$ cat src/rtl/gpio_pad_ctrl.sv
// gpio_pad_ctrl: output/oe registers with masked writes, synchronized and glitch-filtered pad inputs, edge interrupts
module gpio_pad_ctrl #(
  parameter int NumPins = 8,
  parameter int CntW    = 8
) (
  input  logic               clk_i,
  input  logic               rst_ni,
  input  logic               out_wr_i,
  input  logic               oe_wr_i,
  input  logic [NumPins-1:0] wr_mask_i,
  input  logic [NumPins-1:0] wr_data_i,
  input  logic [NumPins-1:0] ie_i,
  input  logic [NumPins-1:0] filter_en_i,
  input  logic [CntW-1:0]    filter_thresh_i,
  input  logic [NumPins-1:0] intr_rise_en_i,
  input  logic [NumPins-1:0] intr_fall_en_i,
  input  logic [NumPins-1:0] intr_clr_i,
  output logic [NumPins-1:0] pad_out_o,
  output logic [NumPins-1:0] pad_oe_o,
  output logic [NumPins-1:0] pad_ie_o,
  input  logic [NumPins-1:0] pad_in_i,
  output logic [NumPins-1:0] data_in_o,
  output logic [NumPins-1:0] intr_state_o,
  output logic               intr_o
);
  logic [NumPins-1:0] out_q, out_d, oe_q, oe_d, ie_q;
  logic [NumPins-1:0] sync1_q, sync2_q;
  logic [NumPins-1:0] filt_q, filt_d, intr_q, intr_d;
  logic [CntW-1:0]    cnt_q [NumPins];
  logic [CntW-1:0]    cnt_d [NumPins];
  logic [CntW-1:0]    thr_m1;
  // masked read-modify-write of the output and output-enable registers
  always_comb begin
    out_d = out_wr_i ? (out_q & ~wr_mask_i) | (wr_data_i & wr_mask_i) : out_q;
    oe_d  = oe_wr_i  ? (oe_q  & ~wr_mask_i) | (wr_data_i & wr_mask_i) : oe_q;
  end
  // glitch filter: a new level is accepted once it has been seen for T consecutive cycles
  always_comb begin
    thr_m1 = (filter_thresh_i == '0) ? '0 : filter_thresh_i - 1'b1;
    for (int i = 0; i < NumPins; i++) begin
      filt_d[i] = filt_q[i];
      cnt_d[i]  = '0;
      if (!filter_en_i[i])
        filt_d[i] = sync2_q[i];
      else if (sync2_q[i] != filt_q[i]) begin
        if (cnt_q[i] >= thr_m1)
          filt_d[i] = sync2_q[i];
        else
          cnt_d[i] = cnt_q[i] + 1'b1;
      end
    end
  end
  // edge events set status bits; a set in the same cycle beats a clear
  always_comb begin
    intr_d = (intr_q & ~intr_clr_i)
           | (filt_d & ~filt_q & intr_rise_en_i)
           | (~filt_d & filt_q & intr_fall_en_i);
  end
  // state registers; disabled inputs are masked to 0 before the synchronizer so X never propagates
  always_ff @(posedge clk_i or negedge rst_ni) begin
    if (!rst_ni) begin
      out_q   <= '0;
      oe_q    <= '0;
      ie_q    <= '0;
      sync1_q <= '0;
      sync2_q <= '0;
      filt_q  <= '0;
      intr_q  <= '0;
      for (int i = 0; i < NumPins; i++) cnt_q[i] <= '0;
    end else begin
      out_q   <= out_d;
      oe_q    <= oe_d;
      ie_q    <= ie_i;
      sync1_q <= pad_in_i & ie_q;
      sync2_q <= sync1_q;
      filt_q  <= filt_d;
      intr_q  <= intr_d;
      for (int i = 0; i < NumPins; i++) cnt_q[i] <= cnt_d[i];
    end
  end
  assign pad_out_o    = out_q;
  assign pad_oe_o     = oe_q;
  assign pad_ie_o     = ie_q;
  assign data_in_o    = filt_q;
  assign intr_state_o = intr_q;
  assign intr_o       = |intr_q;
endmodule

$ cat config.mk
export PLATFORM = sky130hd
export DESIGN_NAME = gpio_pad_ctrl
export DESIGN_NICKNAME = d
export VERILOG_FILES = /design/src/rtl/gpio_pad_ctrl.sv
export SDC_FILE = /design/constraint.sdc
export NUM_CORES = 1
export LEC_CHECK = 0
export BUFFER_PORTS_ARGS = -buffer_cell sky130_fd_sc_hd__buf_2
export CORE_MARGIN = 4
export CORE_UTILIZATION = 57
export CTS_CLUSTER_SIZE = 24
export DETAILED_ROUTE_END_ITERATION = 10
export PLACE_DENSITY = 0.81
export SYNTH_ARGS = -nofsm -noshare
export SYNTH_HDL_FRONTEND = slang
export SYNTH_SLANG_ARGS = --single-unit
$ cat constraint.sdc
create_clock -name clk_i -period 2.35 [get_ports clk_i]
set_input_delay 0.47 -clock clk_i [delete_from_list [all_inputs] [get_ports clk_i]]
set_output_delay 0.47 -clock clk_i [all_outputs]
set_load 0.005 [all_outputs]
==> flow_summary.ini, run 1 <==
[final_layout]
final_layout_size_suffix_gt1_share_pct = 46.1
final_cell_mix = 120 x dfrtp_1, 113 x buf_2, 50 x xor2_1, 45 x ha_1
multiInputGateArea_sq_um = 4610
fillCellCount = 522
finalNetCount = 945
layout.area.seq_sq_um = 3000
layout_commonest_cell = dfrtp_1
num_antenna_cells = 0
syn_to_final_growth_pct = 45.3

[grt]
grt_use_total_pct = 28.6
grt_pass1_vias = 6010
grt_max_degree = 80
gr-total-overflow = 0
grt_first_pass_wirelength_microns = 29200
antenna_found_initial = 0

[floorplanning]
core.rowCount = 39
coreArea_sq_um = 11500
dieHeight_microns = 116
die_x_microns = 116
pin_count = 117
die_area_sq_um = 13600
start_util_pct = 58.5

[timing]
slew_headroom_pct = 67.5
post-route-period-util_pct = 116
slew_viol_final = 0
worstMarginPinSlew_ns = 0.483
period_needed_ns = 2.73
hold_viol_final = 0
clock_skew_ns = 0.00808
rsz0062_at_grt = true
fmax_ghz = 0.366
setup_slack_ns = -0.384
setup_viol = 80
fin_setup_tns_ns = -20.22

[power]
swShare_pct = 26.5
p_switching_uw = 1630
p_total_uw = 6130
powerDensity_nw_per_um2 = 629
combPwrFrac_pct = 17.4
ir_drop_mv = 0.675
power.share.sequential_pct = 37.2
leakage_uw = 0.00457
p_clk_share_pct = 45.4
power.internal_uw = 4500

[synthesis]
syn_area_sq_um = 6710
ys_seq_area_share_pct = 44.8
synth-edff-count = 0
synth_cells = 602
ys_ff_latch = 120
synthArstFlopShare_pct = 100
synth_cell_types = 44
synth_ff_type = dfrtp_1
yosysWarnings = 0
synth_nets = 751
avgSynthCellArea_sq_um = 11.1

[clock_tree]
tritoncts = built
clkSlewWorstSetupHoldPaths_ns = 0.06
cts.sinks = 120
clk_path_buf_depth = 2
numCtsBuffers = 17
cts_root_buf = clkbuf_16
htreeDepth = 4
clk_latency_ns = 0.43

[detailed_routing]
dr.pass1.iters = 5
drt_wl_total_microns = 20400
via_count = 5739
detail-route-antenna-nets = 0
drtIter0Drc = 377
wl_met2_microns = 10800
drc = 0
wl_per_cell_microns = 21.5
route.met3.wl_microns = 1140
vias_per_cell = 6.03
top_layer = met4
routedLengthMet1_microns = 7570

[placed_design]
hpwl_microns = 11700
portBuffers = 116
dp_worst_setup_slack_ns = -0.898
place_congestion = 0.831

[worst_setup_path]
path_class = in2reg
cp.arrival_ns = 3.05
worstSetupStartpointType = primary input
cp_max_fo = 3
reg2reg_depth = 6
cp_data_required_time_ns = 2.67
end_kind = flop

[job]
cap_viol_max_count = 0

[outcome]
violations = setup timing
status = finished, violations left

[hold_path]
hold_depth = 1
hp-class = in2reg
==> power by group through the flow <==
stage / combinational [uW] / sequential [uW] / clock, uW
after CTS: 943 / 2270 / 2790
after detailed placement: 850 / 2300 / 0
after global routing: 1150 / 2300 / 2910
after floorplan: 481 / 2290 / 0
final: 1070 / 2280 / 2780
after global placement: 806 / 2300 / 0
==> synthesized netlist by cell type, drive strengths merged (8+ instances only) <==
library cell / number / area share, %
a22o: 8 / 1.1
nand2b: 11 / 1.0
a21o: 10 / 1.1
nor3: 16 / 1.2
dfrtp: 120 / 45
ha: 73 / 14
mux2: 22 / 3.9
and3: 18 / 1.7
and2: 9 / 0.84
inv: 30 / 1.7
nand2: 35 / 2.0
xnor2: 9 / 1.2
nand3: 40 / 3.0
xor2: 50 / 6.5
a2111oi: 12 / 3.7
nand3b: 9 / 1.0
o21ai: 9 / 0.67
nor2: 58 / 3.2
==> per-stage QoR <==
| step | hold WS, ns | instances | cell area, sq um | util [%] |
|---|---|---|---|---|
| after floorplan | 0.174 | 602 | 7140 | - |
| after global placement | 0.333 | 895 | 8170 | 71.2 |
| after detailed placement | 0.335 | 895 | 8170 | 71.2 |
| after CTS | 0.131 | 944 | 9360 | 81.6 |
| after global routing | 0.125 | 952 | 9740 | 85.0 |
| final | 0.140 | 952 | 9740 | 85.0 |
==> layout make-up <==
cell class              instances  area share (%)
multi-input cells             449            47.3
flip-flops and latches        120            30.8
repair buffers                178            12.2
clock buffers                  20            4.58
well taps                     143            1.84
clock inverters                12            1.78
inverters                      30            1.41
==> worst max-delay path, stage by stage <==
cell	delay, ns
buf_8	0.11
clkinv_8	0.04
ha_4	0.12
nor2b_4	0.14
nand3b_1	0.15
buf_4	0.18
nor3b_4	0.24
a21oi_4	0.06
buf_6	0.13
buf_12	0.12
ha_4	0.22
a21o_1	0.18
a2111oi_4	0.39
o31ai_2	0.17
mux2_4	0.32
==> worst paths after layout <==
check                                        start      endpoint  slack (ns)
worst max-delay path            filter_thresh_i[0]  data_in_o[4]       -0.38
worst min-delay path                       ie_i[3]   pad_ie_o[3]        0.14
worst max register to register           cnt_q[16]  data_in_o[5]        0.38
worst min register to register          sync1_q[7]    sync2_q[7]        0.34
max in group asynchronous                   rst_ni     cnt_q[24]        1.07
min in group asynchronous                   rst_ni    sync2_q[1]        0.51
==> kinds of logic after synthesis <==
logic type / share of synthesized area, %
AO/OA/AOI/OAI: 11.5
buffers and inverters: 1.90
flip-flops: 44.8
multiplexers: 4.07
XOR/XNOR: 7.70
AND/OR/NAND/NOR: 16.5
adder cells (fa/ha/maj): 13.6
==> per-layer routing <==
| layer | global-route usage, % | up-vias |
|---|---|---|
| met4 | 14.3 | 0 |
| met5 | 0 | - |
| met3 | 7.36 | 91 |
| met1 | 32.7 | 2853 |
| met2 | 49.5 | 238 |
| li1 | - | 2557 |
==> what timing repair did <==
action / 4_1_cts / 5_1_grt
hold endpoints to repair: 27 / 0
setup buffers: 17 / 8
gates cloned: 1 / 0
hold buffers: 1 / 0
endpoints found under the setup margin: 80 / 80
gates resized for setup: 67 / 66
pin swaps: 58 / 46
(Power assumes the default switching activity.)
==> run 2: changes to the inputs <==
- PLACE_DENSITY: 0.81 -> default
- PLACE_DENSITY_LB_ADDON: default -> 0.25
==> flow_summary.ini, run 2 (synthesis gave the netlist of run 1 again) <==
[outcome]
status = finished, violations left
violations = setup timing

[worst_setup_path]
cp_data_required_time_ns = 2.65
end_kind = flop
rrSetupSlack_ns = 0.32
reg2reg_depth = 5
worstSetupStartpointType = primary input
cp.arrival_ns = 2.97
cp_cell_sequence = buf_8 > clkinv_8 > ha_4 > nor2b_4 > nand3b_1 > or3_4 > buf_4 > o21ai_4 > ha_1 > o21a_1 > nor2_1 > o31ai_2 > mux2_4
crit_slowest_cell = or3_4
cp_max_fo = 8
path_class = in2reg
crit_path_max_incr_delay_ns = 0.39

[floorplanning]
dieHeight_microns = 116
coreArea_sq_um = 11500
die_area_sq_um = 13600
start_util_pct = 58.5
core.rowCount = 39
die_x_microns = 116
pin_count = 117

[final_layout]
fin_util_pct = 83.6
finalNetCount = 952
num_antenna_cells = 0
layout.area.seq_sq_um = 3000
syn_to_final_growth_pct = 43.0
layout_commonest_cell = dfrtp_1
fillCellCount = 550
final_layout_size_suffix_gt1_share_pct = 44.3
final_cell_mix = 120 x dfrtp_1, 113 x buf_2, 53 x buf_4, 52 x ha_1, 50 x xor2_1
multiInputGateArea_sq_um = 4430

[timing]
hold_slack_ns = 0.0533
setup_viol = 80
setup_slack_ns = -0.322
post-route-period-util_pct = 114
clock_skew_ns = 0.00704
rsz0062_at_grt = true
slew_headroom_pct = 59.3
period_needed_ns = 2.67
worstMarginPinSlew_ns = 0.610
hold_viol_final = 0
slew_viol_final = 0
fmax_ghz = 0.374

[power]
ir_drop_mv = 0.688
powerDensity_nw_per_um2 = 621
power.share.sequential_pct = 38.3
p_clk_share_pct = 44.5
p_total_uw = 5960
power.internal_uw = 4430
leakage_uw = 0.00460
swShare_pct = 25.6
p_switching_uw = 1530
combPwrFrac_pct = 17.2

[detailed_routing]
drtIter0Drc = 391
drt_wl_total_microns = 19000
vias_per_cell = 5.87
via_count = 5620
wl_per_cell_microns = 19.8
dr.pass1.iters = 5
drc = 0
detail-route-antenna-nets = 0

[grt]
grt_use_total_pct = 27.7
gr-total-overflow = 0
grt_pass1_vias = 6018
grt_max_degree = 43
antenna_found_initial = 0
grt_first_pass_wirelength_microns = 29000

[clock_tree]
clk_latency_ns = 0.42
cts_root_buf = clkbuf_16
cts.sinks = 120
clk_path_buf_depth = 2
ctsHoldBuffers = 0
htreeDepth = 4
tritoncts = built
clkSlewWorstSetupHoldPaths_ns = 0.06
numCtsBuffers = 17

[placed_design]
portBuffers = 116
dp_worst_setup_slack_ns = -0.915
place_congestion = 0.835
hpwl_microns = 12100

[job]
cap_viol_max_count = 0

[hold_path]
hp-class = in2async
run 2: cell types whose count changed in the layout (fill, tap and decap cells not counted), sizes merged:
cell / change
bufinv: -1
o211a: -1
inv: -1
clkbuf: +3
dlygate4sd3: -1
clkinv: -3
clkinvlp: +1
buf: +9
run 2: through the flow:
stage	setup TNS, ns	instance area [sq um]	cells
after CTS	-12.45	9300	949
after detailed placement	-62.88	8240	903
final	-16.98	9590	958
after global placement	-56.51	8240	903
after floorplan	-22.85	7140	602
after global routing	-22.69	9590	958
run 2: final timing paths:
check | start | endpoint
worst min-delay path | rst_ni | data_in_o[0]
worst max register to register | cnt_q[14] | data_in_o[6]
max in group asynchronous | rst_ni | sync1_q[7]
min in group clk_i | ie_i[2] | pad_ie_o[2]
worst max-delay path | filter_thresh_i[0] | data_in_o[6]
worst min register to register | sync1_q[7] | sync2_q[7]
run 2: timing repair:
item / in CTS / in global routing
gates resized for setup: 57 / 44
setup endpoints to repair: 80 / 80
buffers inserted: 15 / 9
gates cloned: 0 / 0
pin swaps: 56 / 28
run 2: layer usage:
layer | global-route usage (%) | up-vias | routed length (microns)
met1 | 32.4 | 2790 | 7330
li1 | - | 2557 | -
met4 | 11.8 | 0 | 667
met5 | 0 | - | 0
met2 | 48.6 | 212 | 9900
met3 | 6.68 | 61 | 1120
run 2: cell type report:
cell class / instances / area share (%)
inverter: 30 / 1.43
tap: 143 / 1.87
sequential: 120 / 31.3
timing repair buffer: 186 / 13.0
multi-input combinational: 448 / 46.1
clock inverter: 8 / 1.25
clock buffer: 23 / 4.98
run 2: worst max-delay path: cells and delay by family:
kind / cells / cell delay, ns
AO/OA/AOI/OAI: 3 / 0.50
AND/OR/NAND/NOR: 4 / 0.89
adder cells (fa/ha/maj): 2 / 0.46
buffers and inverters: 3 / 0.31
multiplexers: 1 / 0.33
run 2: power groups by stage:
stage	sequential (uW)	clock (uW)	combinational [uW]
3_5_place_dp	2300	0	866
4_1_cts	2270	2680	948
3_3_place_gp	2300	0	819
5_1_grt	2290	2800	1110
2_1_floorplan	2290	0	481
6_report	2280	2650	1020
